## config.mk

```make
export PLATFORM = sky130hd
export DESIGN_NAME = alu_sequencer_flat
export DESIGN_NICKNAME = d
export VERILOG_FILES = /design/src/rtl/alu_sequencer_if.sv /design/src/rtl/alu_sequencer.sv /design/src/flat_wrapper.sv
export SDC_FILE = /design/constraint.sdc
export NUM_CORES = 1
export LEC_CHECK = 0
export ABC_CLOCK_PERIOD_IN_PS = 9600
export BUFFER_PORTS_ARGS = -buffer_cell sky130_fd_sc_hd__buf_2
export CAP_MARGIN = 20
export CORE_UTILIZATION = 49
export DETAILED_ROUTE_END_ITERATION = 8
export HOLD_SLACK_MARGIN = 0.1
export MAX_ROUTING_LAYER = met4
export PLACE_DENSITY = 0.66
export SYNTH_ARGS = -nofsm -noshare
export SYNTH_HDL_FRONTEND = slang
export SYNTH_SLANG_ARGS = --single-unit
```

## constraint.sdc

```tcl
create_clock -name clk -period 9.6 [get_ports clk]
set_input_delay 1.44 -clock clk [delete_from_list [all_inputs] [get_ports clk]]
set_output_delay 1.44 -clock clk [all_outputs]
set_load 0.005 [all_outputs]
```

## src/rtl/alu_sequencer_if.sv

```systemverilog
// rtl/alu_sequencer_if.sv - operand/select/result bus between the sequencer and the 8-bit ALU
interface alu_sequencer_if;
    logic [7:0] alu_a;
    logic [7:0] alu_b;
    logic [2:0] alu_sel;
    logic [7:0] alu_out;
    logic       alu_zero;

    modport master (
        output alu_a,
        output alu_b,
        output alu_sel,
        input  alu_out,
        input  alu_zero
    );

    modport slave (
        input  alu_a,
        input  alu_b,
        input  alu_sel,
        output alu_out,
        output alu_zero
    );
endinterface

```

## src/rtl/alu_sequencer.sv

```systemverilog
// rtl/alu_sequencer.sv - program-memory driven controller issuing ops to the 8-bit ALU
module alu_sequencer #(
    parameter int PC_W = 4
) (
    input  logic                clk,
    input  logic                rst,
    input  logic                prog_we,
    input  logic [PC_W-1:0]     prog_addr,
    input  logic [15:0]         prog_wdata,
    input  logic                start,
    alu_sequencer_if.master     alu,
    input  logic [1:0]          rd_addr,
    output logic [7:0]          rd_data,
    output logic [PC_W-1:0]     pc,
    output logic                zero_flag,
    output logic                busy,
    output logic                done,
    output logic                err
);

    typedef enum logic [1:0] {S_IDLE, S_EXEC, S_CAPT, S_DONE} state_t;

    localparam logic [PC_W-1:0] PC_MAX = '1;

    state_t          state, next_state;
    logic [15:0]     mem [0:(1<<PC_W)-1];
    logic [7:0]      rf [4];
    logic [15:0]     instr;
    logic [1:0]      op;

    logic [PC_W-1:0] pc_next;
    logic            rf_we;
    logic [7:0]      rf_wdata;
    logic            zero_we;
    logic            alu_load;
    logic            err_set;
    logic            err_clr;
    logic            mem_we;
    logic            at_end;

    assign instr   = mem[pc];
    assign op      = instr[15:14];
    assign at_end  = (pc == PC_MAX);
    assign rd_data = rf[rd_addr];
    assign busy    = (state != S_IDLE);
    assign done    = (state == S_DONE);

    always_comb begin
        next_state = state;
        pc_next    = pc;
        rf_we      = 1'b0;
        rf_wdata   = instr[7:0];
        zero_we    = 1'b0;
        alu_load   = 1'b0;
        err_set    = 1'b0;
        err_clr    = 1'b0;
        mem_we     = 1'b0;
        case (state)
            S_IDLE: begin
                mem_we = prog_we;
                if (start) begin
                    next_state = S_EXEC;
                    pc_next    = '0;
                    err_clr    = 1'b1;
                end
            end
            S_EXEC: begin
                case (op)
                    2'b00: begin
                        alu_load   = 1'b1;
                        next_state = S_CAPT;
                    end
                    2'b01: begin
                        rf_we = 1'b1;
                        if (at_end) begin
                            next_state = S_DONE;
                            err_set    = 1'b1;
                        end else begin
                            pc_next = pc + 1'b1;
                        end
                    end
                    2'b10: begin
                        // A taken branch never counts as running off the end.
                        if (zero_flag) begin
                            pc_next = instr[PC_W-1:0];
                        end else if (at_end) begin
                            next_state = S_DONE;
                            err_set    = 1'b1;
                        end else begin
                            pc_next = pc + 1'b1;
                        end
                    end
                    default: next_state = S_DONE;
                endcase
            end
            S_CAPT: begin
                rf_we    = 1'b1;
                rf_wdata = alu.alu_out;
                zero_we  = 1'b1;
                if (at_end) begin
                    next_state = S_DONE;
                    err_set    = 1'b1;
                end else begin
                    next_state = S_EXEC;
                    pc_next    = pc + 1'b1;
                end
            end
            default: next_state = S_IDLE;
        endcase
    end

    always_ff @(posedge clk) begin
        if (rst) begin
            state       <= S_IDLE;
            pc          <= '0;
            zero_flag   <= 1'b0;
            err         <= 1'b0;
            alu.alu_a   <= '0;
            alu.alu_b   <= '0;
            alu.alu_sel <= '0;
            for (int i = 0; i < 4; i++) rf[i] <= '0;
        end else begin
            state <= next_state;
            pc    <= pc_next;
            if (rf_we)   rf[instr[10:9]] <= rf_wdata;
            if (zero_we) zero_flag <= alu.alu_zero;
            if (alu_load) begin
                alu.alu_a   <= rf[instr[8:7]];
                alu.alu_b   <= rf[instr[6:5]];
                alu.alu_sel <= instr[13:11];
            end
            if (err_clr)      err <= 1'b0;
            else if (err_set) err <= 1'b1;
        end
    end

    // Program memory is deliberately left out of reset.
    always_ff @(posedge clk) begin
        if (mem_we) mem[prog_addr] <= prog_wdata;
    end

endmodule

```

## src/flat_wrapper.sv

```systemverilog
// flat-port wrapper written by rule: the top's interface ports become plain ports
module alu_sequencer_flat 
#(
    parameter int PC_W = 4
)
  (clk, rst, prog_we, prog_addr, prog_wdata, start, rd_addr, rd_data, pc, zero_flag, busy, done, err, alu_alu_a, alu_alu_b, alu_alu_sel, alu_alu_out, alu_alu_zero);
  alu_sequencer_if alu_i ();
  input  logic clk;
  input  logic rst;
  input  logic prog_we;
  input  logic [PC_W-1:0] prog_addr;
  input  logic [15:0] prog_wdata;
  input  logic start;
  input  logic [1:0] rd_addr;
  output logic [7:0] rd_data;
  output logic [PC_W-1:0] pc;
  output logic zero_flag;
  output logic busy;
  output logic done;
  output logic err;
  output wire logic [$bits(alu_i.alu_a)-1:0] alu_alu_a;
  output wire logic [$bits(alu_i.alu_b)-1:0] alu_alu_b;
  output wire logic [$bits(alu_i.alu_sel)-1:0] alu_alu_sel;
  input wire logic [$bits(alu_i.alu_out)-1:0] alu_alu_out;
  input wire logic [$bits(alu_i.alu_zero)-1:0] alu_alu_zero;
  assign alu_alu_a = alu_i.alu_a;
  assign alu_alu_b = alu_i.alu_b;
  assign alu_alu_sel = alu_i.alu_sel;
  assign alu_i.alu_out = alu_alu_out;
  assign alu_i.alu_zero = alu_alu_zero;
  alu_sequencer #(.PC_W(PC_W)) u_core (.clk(clk), .rst(rst), .prog_we(prog_we), .prog_addr(prog_addr), .prog_wdata(prog_wdata), .start(start), .alu(alu_i), .rd_addr(rd_addr), .rd_data(rd_data), .pc(pc), .zero_flag(zero_flag), .busy(busy), .done(done), .err(err));
endmodule
```

Yosys cells after proc, flatten, opt, wreduce, memory -nomap -nowiden
Memories as Yosys holds them, arrays and structs flattened. A register that Yosys moved wholly into a read port is not among the register bits.
Cells that the tools add are included.

storage, ports and cells
  bits in writable memories = 288
  output and inout bits = 35
  register bits = 11
  word-level logic and storage cells = 61
  memories = 2

cells by class
  reductions and logical operators = 8
  add/sub/neg operators = 1
  eq/ne operators = 9
  multiplexer cells = 36

memory list
  memory      depth  bits a word  rd ports  clocked after memory_dff  wr ports  RTL line             source
  u_core.mem  16     16           1         1                         1         alu_sequencer.sv:26  logic [15:0] mem [0:(1<<PC_W)-1];
  u_core.rf   4      8            3         2                         4         alu_sequencer.sv:27  logic [7:0] rf [4];

operators by type and width
  kind                 count
  $mux 4               5
  $mux 1               17
  $mux 8               2
  $pmux 2 s3           2
  $pmux 4 s3           1
  $mux 2               5
  $pmux 4 s2           1
  $reduce_or 8->1      1
  $eq 2x2->1 const B   3
  $pmux 1 s2           3
  $add 4x1->4 const B  1
  $eq 2x1->1 const B   2
  $eq 4x4->1 const B   1
  $logic_not 2->1      2
  $ne 3x2->1 const B   1
  $ne 3x3->1 const B   1
  $reduce_and 3->1     1
  $reduce_bool 3->1    1
  $ne 2x2->1 const B   1
  $reduce_and 2->1     1
  $reduce_bool 2->1    1
  $reduce_or 2->1      1

Depth between registers and ports, before layout
  depth after elaboration = 8
  depth in mapped cells = 13
  mapped depth without buffers = 9

Least setup slack after synthesis
Ideal clock, no wire load.

  path kind = input to output
  start = in rd_addr[0]
  end = out rd_data[0]
  path slack = 5.733 ns
  stages on the path = 2
  arrival time = 2.427 ns
  buffers on the path = 1
  cells stage by stage = clkbuf_1 mux4_2

on the way
  cells in the longest elaborated chain, start to end = 1

RTL lines
  element      RTL line            source
  from (decl)  flat_wrapper.sv:14  input logic [1:0] rd_addr;
  $mem_v2 4x8  -
  to (decl)    flat_wrapper.sv:15  output logic [7:0] rd_data;

No other way between the ends.

==> flow_summary.ini <==
[detailed_routing]
ant_nets = 0
vias_per_cell = 5.979
routed_wl_mm = 28.16
first_iter_violations = 825
wl_per_cell_um = 24.55
vias = 6858
drt-pass1-iter-count = 7
drc_errors = 22

[logic_synthesis]
synth_seq_cells = 319
yosysUniqueCellTypes = 47
synth_warnings = 0
syn_area_per_cell_um2 = 19.04
synth-seq-area-share = 0.7065
async_flop_share = 0
syn_area_mm2 = 0.01312
netlist_instances = 689
synth_edf_count = 288
synth_fp_nets = 732
synthFlopType = edfxtp_1

[floorplan]
die-width_um = 165.6
rows = 59
start_util = 0.5021
core_mm2 = 0.02613
num_io_pins = 70
die_y_um = 165.6
die-area_mm2 = 0.02743

[clock_network]
cts_buffers = 34
clk_pin_slew_ns = 0.06
post_cts_buffers = 0
cts_buffer_depth = 3
cts_sinks = 319
cts_hold_buffers = 0
cts_tree = yes
cts.repair.resized = 0
htreeDepth = 2
cts-root-buf = clkbuf_16
clock_latency_ns = 0.52

[pwr]
vdd_drop_max_mv = 0.1538
total_leakage_power_nw = 5.055
power_density_mw_per_mm2 = 212.2
pwr-share-comb = 0.103
clkPwrFrac = 0.402
p_switching_uw = 730.6
seq_power_share = 0.495
internal_power_mw = 2.454
switching_share = 0.2294

[job]
timing.max_cap.violations = 0

[sta]
skew_ns = 0.01338
setup_viol = 0
slew_viol_final = 0
fmax_mhz = 256.3
slew_headroom = 0.3003
setup-tns-final_ns = 0
finalHoldViolCount = 0
period_share = 0.4064
worstMarginPinSlew_ns = 1.042
layout_setup_ws_ns = 5.699
period_needed_ns = 3.901
rsz0062_at_grt = false

[hold_path]
holdPathStages = 2
holdPathEnd = u_core.alu.alu_sel[0]$_SDFFE_PP0P_
hp-class = register to register
min_from = u_core.alu.alu_sel[0]$_SDFFE_PP0P_

[final_layout]
drive_gt1_frac = 0.2885
syn_to_final_growth_pct = 14.40
finalNonFillerCells = 1147
nFillCells = 1966
final_nets = 829

[global_route]
grt_use_total = 0.2165
grt_pass1_vias = 7001
grt_pass1_wl_mm = 42.90
antenna_found_initial = 1
grt_start_max_net_pins = 65
overflow = 0

[worst_setup_path]
worstSetupStartpointType = register
rr_endpoint = u_core.pc[3]$_SDFFE_PP0P_
cp.required_ns = 9.98
critPathMaxFanout = 64
critPathArrivalTime_ns = 4.28
setup.worst_path.class = register to register
cp-end-kind = register
rrSetupSlack_ns = 5.70
r2r_cells = 9

[placed_design]
dp.final_hpwl_mm = 17.43
post-place-ws_ns = 5.423
io_buffers = 69
routabilityCongestion = 0.8827
dp_cells = 1083

[status]
status = finished, violations left
violations = design-rule violations
## cell families (layout without fill, tap and decap cells)
logic type,count (synthesis),in the layout,share of synthesized area
AOI/OAI and AO/OA,55,55,0.03157
adders and majority gates,8,8,0.007630
buffers and inverters,45,167,0.02069
DFF,319,319,0.7065
muxes,135,135,0.1902
other,0,1,0
and+or+nand+nor,127,127,0.04349
## Yosys cell counts, types with 3 or more instances
cell type | count | area, um^2
edfxtp_1 | 288 | 8648
o21ai_0 | 4 | 20.02
a21oi_1 | 11 | 55.05
nand3_1 | 7 | 35.03
nor3_1 | 12 | 60.06
inv_1 | 15 | 56.30
o221ai_1 | 16 | 140.1
buf_2 | 8 | 40.04
buf_4 | 4 | 30.03
clkbuf_1 | 8 | 30.03
buf_6 | 6 | 67.56
mux4_1 | 20 | 525.5
ha_1 | 8 | 100.1
a31oi_1 | 3 | 18.77
mux4_2 | 64 | 1441
dfxtp_1 | 31 | 620.6
a32oi_1 | 3 | 26.28
nor2_1 | 49 | 183.9
mux2_2 | 4 | 45.04
nand2b_1 | 10 | 62.56
nand2_1 | 35 | 131.4
mux2i_1 | 46 | 460.4
and3_1 | 3 | 18.77
## power by group through the flow
| stage | logic [mW] | clock network, mW | registers [mW] |
|---|---|---|---|
| after floorplan | 0.228 | 0 | 1.60 |
| after global placement | 0.315 | 0 | 1.60 |
| after detailed placement | 0.324 | 0 | 1.61 |
| after CTS | 0.325 | 1.30 | 1.58 |
| after global routing | 0.355 | 1.35 | 1.58 |
| final | 0.327 | 1.28 | 1.58 |
## worst max-delay path by stage
stage               start                       endpoint  slack [ns]  cells past startpoint
5_1_grt          register                       register        5.45                     10
2_1_floorplan  rd_addr[0]                     rd_data[0]        5.73                      2
3_5_place_dp     register                       register        5.42                      9
6_report         register      u_core.pc[3]$_SDFFE_PP0P_        5.70                      9
3_3_place_gp     register  u_core.rf[0][0]$_SDFFCE_PN0P_        5.50                     10
4_1_cts          register      u_core.pc[3]$_SDFFE_PP0P_        5.40                      9
## cell type report
class	instances	area, um^2	share of cell area
Timing Repair Buffer	91	530.5	0.03535
Clock inverter	18	181.4	0.01209
Tap cell	335	419.2	0.02793
Inverter	15	56.30	0.003751
Sequential cell	319	9274	0.6179
Antenna cell	1	2.502	0.0001667
Multi-Input combinational cell	325	3630	0.2418
Clock buffer	43	915.9	0.06102
## state kept, by name, summed over array words and instances, names as in the netlist, named ones only
name,flops
u_core.rf,32
u_core.pc,4
u_core.mem,256
u_core.state,2
u_core.alu.alu_a,8
u_core.alu.alu_b,8
u_core.zero_flag,1
u_core.err,1
u_core.alu.alu_sel,3
## cell usage in the layout (no fill, tap or decap), types with 10 or more instances in the layout
master	instances
a21oi_1	11
buf_2	69
buf_4	21
clkbuf_16	35
dfxtp_1	29
edfxtp_1	288
inv_1	15
mux2i_1	46
mux4_1	20
mux4_2	64
nand2_1	35
nand2b_1	10
nor2_1	37
nor2_2	12
o221ai_1	16
## stage by stage
| stage | util | cell area (um^2) | hold WS [ns] | total power [mW] |
|---|---|---|---|---|
| 6_report | 0.5744 | 15010 | 0.4597 | 3.185 |
| 5_1_grt | 0.5744 | 15010 | 0.4911 | 3.284 |
| 4_1_cts | 0.5729 | 14970 | 0.4644 | 3.201 |
| 3_5_place_dp | 0.5309 | 13870 | 0.4483 | 1.930 |
| 3_3_place_gp | 0.5309 | 13870 | 0.4409 | 1.919 |
| 2_1_floorplan | - | 13120 | 0.4527 | 1.829 |
## critical path, cell delays in order (launching register included)
cell      delay, ns
dfxtp_2        0.31
buf_4          0.74
mux4_2         0.42
mux4_2         0.51
inv_1          0.09
ha_1           0.20
nor3b_1        0.07
nor3_1         0.83
o211ai_1       0.20
a221oi_1       0.38
## per-layer routing
metal / vias to the layer above / part of all wire / track usage
met5: - / 0 / -
met4: 0 / 0.020 / 0.06664
met3: 54 / 0.051 / 0.03226
met2: 261 / 0.52 / 0.3626
met1: 3514 / 0.41 / 0.2747
li1: 3029 / - / -
Power figures use the tool's default switching activity.
